### src/rtl/regfile_sequencer.sv
`default_nettype none
// ============================================================================
// Module   : regfile_sequencer
// Purpose  : Initiator for register-file x/y reads and z write-back, with the
//            ALU handoff in between. Optional REGSEQ_TIMEOUT_EN bounds the ALU
//            wait to `timeout` cycles and reports an abort on err.
// Revision : 1.0 - initial release
// ============================================================================
module regfile_sequencer #(
  parameter int w     = 8,
  parameter int sel_w = 4
`ifdef REGSEQ_TIMEOUT_EN
  ,
  parameter int timeout = 15
`endif
) (
  input  logic             clock,
  input  logic             reset,
  input  logic             cmd_valid,
  output logic             cmd_ready,
  input  logic [sel_w-1:0] cmd_x_sel,
  input  logic [sel_w-1:0] cmd_y_sel,
  input  logic [sel_w-1:0] cmd_z_sel,
  input  logic             cmd_use_y,
  input  logic             cmd_write,
  output logic [sel_w-1:0] x_sel,
  output logic [sel_w-1:0] y_sel,
  output logic [sel_w-1:0] z_sel,
  output logic             x_enb,
  output logic             y_enb,
  output logic             z_enb,
  input  logic [w-1:0]     x_in,
  input  logic [w-1:0]     y_in,
  output logic [w-1:0]     z_out,
  output logic [w-1:0]     a_out,
  output logic [w-1:0]     b_out,
  output logic             op_valid,
  input  logic [w-1:0]     res_in,
  input  logic             res_valid,
  output logic             done,
  output logic             err
);

  typedef enum logic [2:0] {
    S_IDLE  = 3'd0,
    S_READ  = 3'd1,
    S_CAPT  = 3'd2,
    S_EXEC  = 3'd3,
    S_WSTB  = 3'd4,
    S_WHOLD = 3'd5
  } state_t;

  state_t r_state;
  logic   r_use_y;
  logic   r_write;

`ifdef REGSEQ_TIMEOUT_EN
  localparam int                 c_cnt_w    = (timeout > 1) ? $clog2(timeout) : 1;
  localparam logic [c_cnt_w-1:0] c_cnt_last = c_cnt_w'(timeout - 1);
  logic [c_cnt_w-1:0] r_cnt;
`endif

  assign cmd_ready = (r_state == S_IDLE) && !reset;

  always_ff @(posedge clock or posedge reset) begin
    if (reset) begin
      r_state  <= S_IDLE;
      r_use_y  <= 1'b0;
      r_write  <= 1'b0;
      x_sel    <= '0;
      y_sel    <= '0;
      z_sel    <= '0;
      x_enb    <= 1'b0;
      y_enb    <= 1'b0;
      z_enb    <= 1'b0;
      a_out    <= '0;
      b_out    <= '0;
      z_out    <= '0;
      op_valid <= 1'b0;
      done     <= 1'b0;
      err      <= 1'b0;
`ifdef REGSEQ_TIMEOUT_EN
      r_cnt    <= '0;
`endif
    end else begin
      done <= 1'b0;
      err  <= 1'b0;
      case (r_state)
        S_IDLE: begin
          if (cmd_valid) begin
            x_sel   <= cmd_x_sel;
            y_sel   <= cmd_y_sel;
            z_sel   <= cmd_z_sel;
            r_use_y <= cmd_use_y;
            r_write <= cmd_write;
            x_enb   <= 1'b1;
            y_enb   <= cmd_use_y;
            r_state <= S_READ;
          end
        end
        S_READ: begin
          // Read data is sampled on the edge that ends the strobe cycle, so
          // the operands are already presented while in CAPT.
          x_enb   <= 1'b0;
          y_enb   <= 1'b0;
          a_out   <= x_in;
          b_out   <= r_use_y ? y_in : '0;
          r_state <= S_CAPT;
        end
        S_CAPT: begin
          op_valid <= 1'b1;
`ifdef REGSEQ_TIMEOUT_EN
          r_cnt    <= '0;
`endif
          r_state  <= S_EXEC;
        end
        S_EXEC: begin
          if (res_valid) begin
            z_out    <= res_in;
            op_valid <= 1'b0;
            if (r_write) begin
              z_enb   <= 1'b1;
              r_state <= S_WSTB;
            end else begin
              done    <= 1'b1;
              r_state <= S_IDLE;
            end
          end
`ifdef REGSEQ_TIMEOUT_EN
          else if (r_cnt == c_cnt_last) begin
            op_valid <= 1'b0;
            err      <= 1'b1;
            r_state  <= S_IDLE;
          end else begin
            r_cnt <= r_cnt + c_cnt_w'(1);
          end
`endif
        end
        S_WSTB: begin
          // z_sel/z_out stay put through WHOLD to give the hold window.
          z_enb   <= 1'b0;
          done    <= 1'b1;
          r_state <= S_WHOLD;
        end
        S_WHOLD: begin
          r_state <= S_IDLE;
        end
        default: begin
          r_state <= S_IDLE;
        end
      endcase
    end
  end

endmodule
`default_nettype wire

### config.mk
export PLATFORM = sky130hd
export DESIGN_NAME = regfile_sequencer
export DESIGN_NICKNAME = d
export VERILOG_FILES = /design/src/rtl/regfile_sequencer.sv
export SDC_FILE = /design/constraint.sdc
export NUM_CORES = 1
export LEC_CHECK = 0
export CAP_MARGIN = 20
export CORE_MARGIN = 2
export CORE_UTILIZATION = 41
export CTS_CLUSTER_DIAMETER = 120
export DETAILED_ROUTE_END_ITERATION = 7
export PLACE_DENSITY = 0.91
export SYNTH_ARGS = -nofsm -noshare
export SYNTH_HDL_FRONTEND = slang
export SYNTH_SLANG_ARGS = --single-unit
### constraint.sdc
create_clock -name clock -period 2.1 [get_ports clock]
set_input_delay 0.63 -clock clock [delete_from_list [all_inputs] [get_ports clock]]
set_output_delay 0.63 -clock clock [all_outputs]
set_load 0.005 [all_outputs]
Word-level counts from Yosys, hierarchy flattened
Cells that the tools add are included.
{"block": "totals", "ff_bits": 46, "latchBits": 0, "ramBits": 0, "rom_bits": 0, "elab_cells": 50, "memories": 0}
{"block": "op_classes", "n_addsub": 0, "n_mul": 0, "div": 0, "magnitude_cmp": 0, "n_eq_ne": 7, "shifts": 0, "muxes": 17, "bitwise_logic": 0, "reduce_logical": 12}
{"op": "$pmux W3 S5", "n": 1}
{"op": "$pmux W1 S2", "n": 5}
{"op": "$reduce_and A2 Y1", "n": 5}
{"op": "$mux W3", "n": 3}
{"op": "$mux W8", "n": 1}
{"op": "$mux W1", "n": 7}
{"op": "$eq A3 B2 Y1 const B", "n": 2}
{"op": "$ne A2 B2 Y1 const B", "n": 3}
{"op": "$reduce_bool A2 Y1", "n": 3}
{"op": "$eq A3 B1 Y1 const B", "n": 1}
{"op": "$eq A3 B3 Y1 const B", "n": 1}
{"op": "$logic_not A3 Y1", "n": 1}
{"op": "$reduce_and A3 Y1", "n": 1}
{"op": "$logic_and A1 B1 Y1", "n": 1}
{"op": "$logic_not A1 Y1", "n": 1}

Longest topological paths before layout
{"block": "depth", "depth_word": 3, "depth_mapped": 4}

Worst setup path after synthesis
Ideal clock, no wire load.
{"block": "synth_timing", "path_type": "input-to-reg", "startpoint": "input cmd_valid", "endpoint": "register x_sel[0]", "setup_time_ns": 0.125, "t_arrival_ns": 1.475, "required_time_ns": 1.975, "path_slack_ns": 0.499, "path_stages": 3, "n_path_buf": 1, "cell_sequence": "nor4b_4 buf_8 mux2_4"}
{"block": "synth_via", "elab_chain_len": 1}
{"element": "start: declaration", "line": "19", "text": "input logic cmd_valid,"}
{"element": "$reduce_and A2 Y1 (no line)"}
{"element": "end signal: assignment", "line": "91", "text": "x_sel <= cmd_x_sel;"}
{"element": "end: declaration", "line": "26", "text": "output logic [sel_w-1:0] x_sel,"}
No other way between the ends.
A chain may end at the register's enable or synchronous reset.

Worst setup path after layout
{"block": "layout_timing", "startpoint": "input reset", "endpoint": "output cmd_ready"}
{"block": "layout_via", "elab_chain_len": 2}
{"element": "start: declaration", "line": "18", "text": "input logic reset,"}
{"element": "$logic_not A1 Y1 (no line)"}
{"element": "$logic_and A1 B1 Y1", "line": "63", "text": "assign cmd_ready = (r_state == S_IDLE) && !reset;"}
{"element": "end: declaration", "line": "20", "text": "output logic cmd_ready,"}
No other way between the ends.

==> impl_metrics.csv <==
group,metric,value,unit
synth,synth.distinct_cells,31,
power,power.net_switching,1114,uW
setup_path,rr_startpoint,"r_state[2]",
setup_path,cp-startpoint,"reset",
floorplan,die_width,72.38,um
synth,post_synth.cell_area_avg,14.09,um2
route,drt-pass1-iter-count,3,
cells_and_area,num-nets-final,268,
outcome,outcome,"completed",
power,p_leak,0.001268,uW
setup_path,worstPathArrival,1.36,ns
clock_network,clock_tree.root_cell,"sky130_fd_sc_hd__clkbuf_8",
placement,placed_cell_area,0.002846,mm2
hold_path,hold_start,"z_out[1]",
placement,gp_congestion,0.7634,
power,internal_power,2834,uW
sta,timing.final.crit_period,1.990,ns
floorplan,floorplan.initialDensity,0.4342,
clock_network,cts_buffer_depth,2,
grt,total_grt_overflow,0,
power,power_density,1344,mW/mm2
placement,dp.final_hpwl,2940,um
floorplan,floorplan.rows,24,
floorplan,die_area,0.005238,mm2
cells_and_area,syn2layout_area_growth,53.26,%
sta,timing_hold_violations_final,0,
clock_network,cts-htree-levels,2,
clock_network,cts_tree,"yes",
grt,grt_max_degree,32,
synth,yosysSeqAreaShare,0.6005,
power,share_clk_of_total_power,0.137,
power,power.switching_fraction,0.2821,
clock_network,cts.sinks,46,
route,dr_vias_cell,4.778,
power,power_frac_comb,0.471,
setup_path,path_cells,"dlygate4sd2_1 > nor4_2 > buf_2",
synth,syn_area,0.001917,mm2
power,design_power_total,3948,uW
floorplan,die_height,72.38,um
floorplan,design.core.area,0.004414,mm2
cells_and_area,layout_common_cells,"81 x sky130_fd_sc_hd__clkdlybuf4s50_1, 46 x sky130_fd_sc_hd__dfrtp_1, 21 x sky130_fd_sc_hd__mux2_2",
cells_and_area,final_common_cell,"sky130_fd_sc_hd__clkdlybuf4s50_1",
setup_path,critPathMaxFanout,2,
setup_path,crit_path_top_delay_cell,"sky130_fd_sc_hd__nor4_2",
setup_path,slowest_delay,0.31,ns
route,drt-initial-drc-count,37,
synth,synth_seq_cells,46,
route,route.detailed.wl_per_inst,13.92,um
sta,clock_skew,0.009347,ns
route,totalWireLength,3884,um
sta,fmaxAchievable,502.4,MHz
setup_path,timing.critical_path.buf_inv,2,
sta,grt_setup_unrepaired,"false",
setup_path,critPathKind,"in -> out",
floorplan,ios,85,
synth,synthesis.instances,136,
grt,grt_util_all_layers,0.1511,
power,power.ir.vdd_worst,0.7230,mV
sta,setup_slack,0.1097,ns
cells_and_area,post_route_design_area,0.002938,mm2
sta,final.setup.tns,0,ns
route,drcViolationCount,0,
setup_path,setup.worst_path.end_class,"primary output",
route,route.vias.total,1333,
grt,first_pass_grt_wire_length,6065,um
setup_path,critPathRequiredTime,1.47,ns
setup_path,timing.critical_path.from_type,"input pin",
cells_and_area,fill_cells,333,
sta,setup-violations-final,0,
placement,place_worst_setup_slack,-0.4523,ns
sta,timing.final.max_slew_violations,0,
cells_and_area,num_antenna_cells,0,
hold_path,min-delay-path-class,"reg -> reg",
clock_network,cts_buffers,5,
route,postRouteAntennaNets,0,
setup_path,family_of_cells_with_the_greatest_summed_delay_on_the_critical_path,"buffers and inverters",
grt,vias_in_the_first_global_route,1358,
cells_and_area,layout-drive-gt1-share,0.2379,
sta,fin_worst_hold_slack,0.5065,ns
sta,fin_crit_sh,0.9477,
synth,synth_nets,178,
clock_network,clock_latency,0.29,ns
power,seqPwrFrac,0.392,
flow_run,cap_violations,0,
placement,port_buffers,83,
grt,grt_antenna_before_repair,0,
synth,ys_warn_count,0,
clock_network,clkTransAtPathRegs,0.08,ns
path summary, 6_finish.rpt:
| check | to | slack (ns) | depth (start not counted) |
|---|---|---|---|
| max | cmd_ready | 0.11 | 3 |
| min | z_out[1] | 0.51 | 1 |
| max reg2reg | r_use_y | 0.54 | 4 |
| min reg2reg | z_out[1] | 0.51 | 1 |
| max in group asynchronous | y_enb | 1.04 | 4 |
| min in group asynchronous | z_sel[0] | 0.58 | 3 |
synth_stat cells:
library cell | count | area [um2]
sky130_fd_sc_hd__dfrtp_1 | 46 | 1151
sky130_fd_sc_hd__mux2_2 | 21 | 236.5
sky130_fd_sc_hd__inv_1 | 12 | 45.04
sky130_fd_sc_hd__mux2_4 | 9 | 135.1
sky130_fd_sc_hd__mux2i_1 | 8 | 80.08
sky130_fd_sc_hd__nand2_1 | 8 | 30.03
sky130_fd_sc_hd__buf_2 | 3 | 15.01
sky130_fd_sc_hd__o21ai_0 | 3 | 15.01
sky130_fd_sc_hd__buf_4 | 2 | 15.01
sky130_fd_sc_hd__nor3b_1 | 2 | 15.01
sky130_fd_sc_hd__or3b_2 | 2 | 17.52
sky130_fd_sc_hd__a211o_2 | 1 | 10.01
sky130_fd_sc_hd__a21oi_1 | 1 | 5.000
sky130_fd_sc_hd__a221oi_1 | 1 | 8.760
sky130_fd_sc_hd__a22o_1 | 1 | 8.760
sky130_fd_sc_hd__a31oi_1 | 1 | 6.260
sky130_fd_sc_hd__buf_1 | 1 | 3.750
sky130_fd_sc_hd__buf_6 | 1 | 11.26
sky130_fd_sc_hd__buf_8 | 1 | 15.01
sky130_fd_sc_hd__clkbuf_1 | 1 | 3.750
sky130_fd_sc_hd__conb_1 | 1 | 3.750
sky130_fd_sc_hd__nand2b_1 | 1 | 6.260
sky130_fd_sc_hd__nand3b_1 | 1 | 7.510
sky130_fd_sc_hd__nand4b_1 | 1 | 8.760
sky130_fd_sc_hd__nor2_1 | 1 | 3.750
sky130_fd_sc_hd__nor3_1 | 1 | 5.000
sky130_fd_sc_hd__nor4_1 | 1 | 6.260
sky130_fd_sc_hd__nor4b_4 | 1 | 23.77
sky130_fd_sc_hd__o21a_1 | 1 | 7.510
sky130_fd_sc_hd__o21bai_1 | 1 | 7.510
sky130_fd_sc_hd__o221ai_1 | 1 | 8.760
power by group through the flow:
stage | logic [uW] | clock network, uW | registers, uW
after global routing | 2000 | 598 | 1610
after global placement | 1840 | 0 | 1550
after detailed placement | 1890 | 0 | 1560
final | 1860 | 540 | 1550
after floorplan | 864 | 0 | 1570
after CTS | 1890 | 560 | 1560
sequential cells by signal, summed over array words and instances (netlist names), 3 cells and up:
register	count
y_sel	4
a_out	8
b_out	8
z_sel	4
z_out	8
r_state	3
x_sel	4
per-stage QoR:
stage | std cells | utilization
final | 279 | 0.6655
after global routing | 279 | 0.6655
after CTS | 279 | 0.6655
after detailed placement | 271 | 0.6448
after global placement | 271 | 0.6448
after floorplan | 136 | -
timing repair:
action | 4_1_cts | 5_1_grt
hold buffers | 0 | 0
setup buffers | 0 | 0
setup endpoints to repair | 1 | 0
gates resized for setup | 6 | 0
area by class of cell:
cell class                 instances  area [um2]  area share
tap                               52       65.06     0.02215
sequential                        46        1151      0.3918
clock inverter                     1       5.005    0.001704
multi-input combinational         69       668.1      0.2274
inverter                          12       45.04     0.01533
clock buffer                       7       86.33     0.02939
timing repair buffer              92       917.1      0.3122
kinds of logic (layout without fill, tap and decap cells):
kind of cell           count (synthesis)  after routing  synth area share
DFF                                   46             46            0.6005
muxes                                 38             38            0.2356
buffers and inverters                 21            112           0.05678
and+or+nand+nor                       19             19           0.06462
AOI/OAI and AO/OA                     11             11           0.04047
other                                  1              1          0.001956
routing by layer:
metal	global-route usage	up-vias	wire length, um
li1	-	635	-
met1	0.1770	644	1651
met2	0.2518	50	1859
met3	0.06389	4	347
met4	0.04938	0	26
met5	0	-	0
No activity file was read; power rests on OpenSTA's default activity.
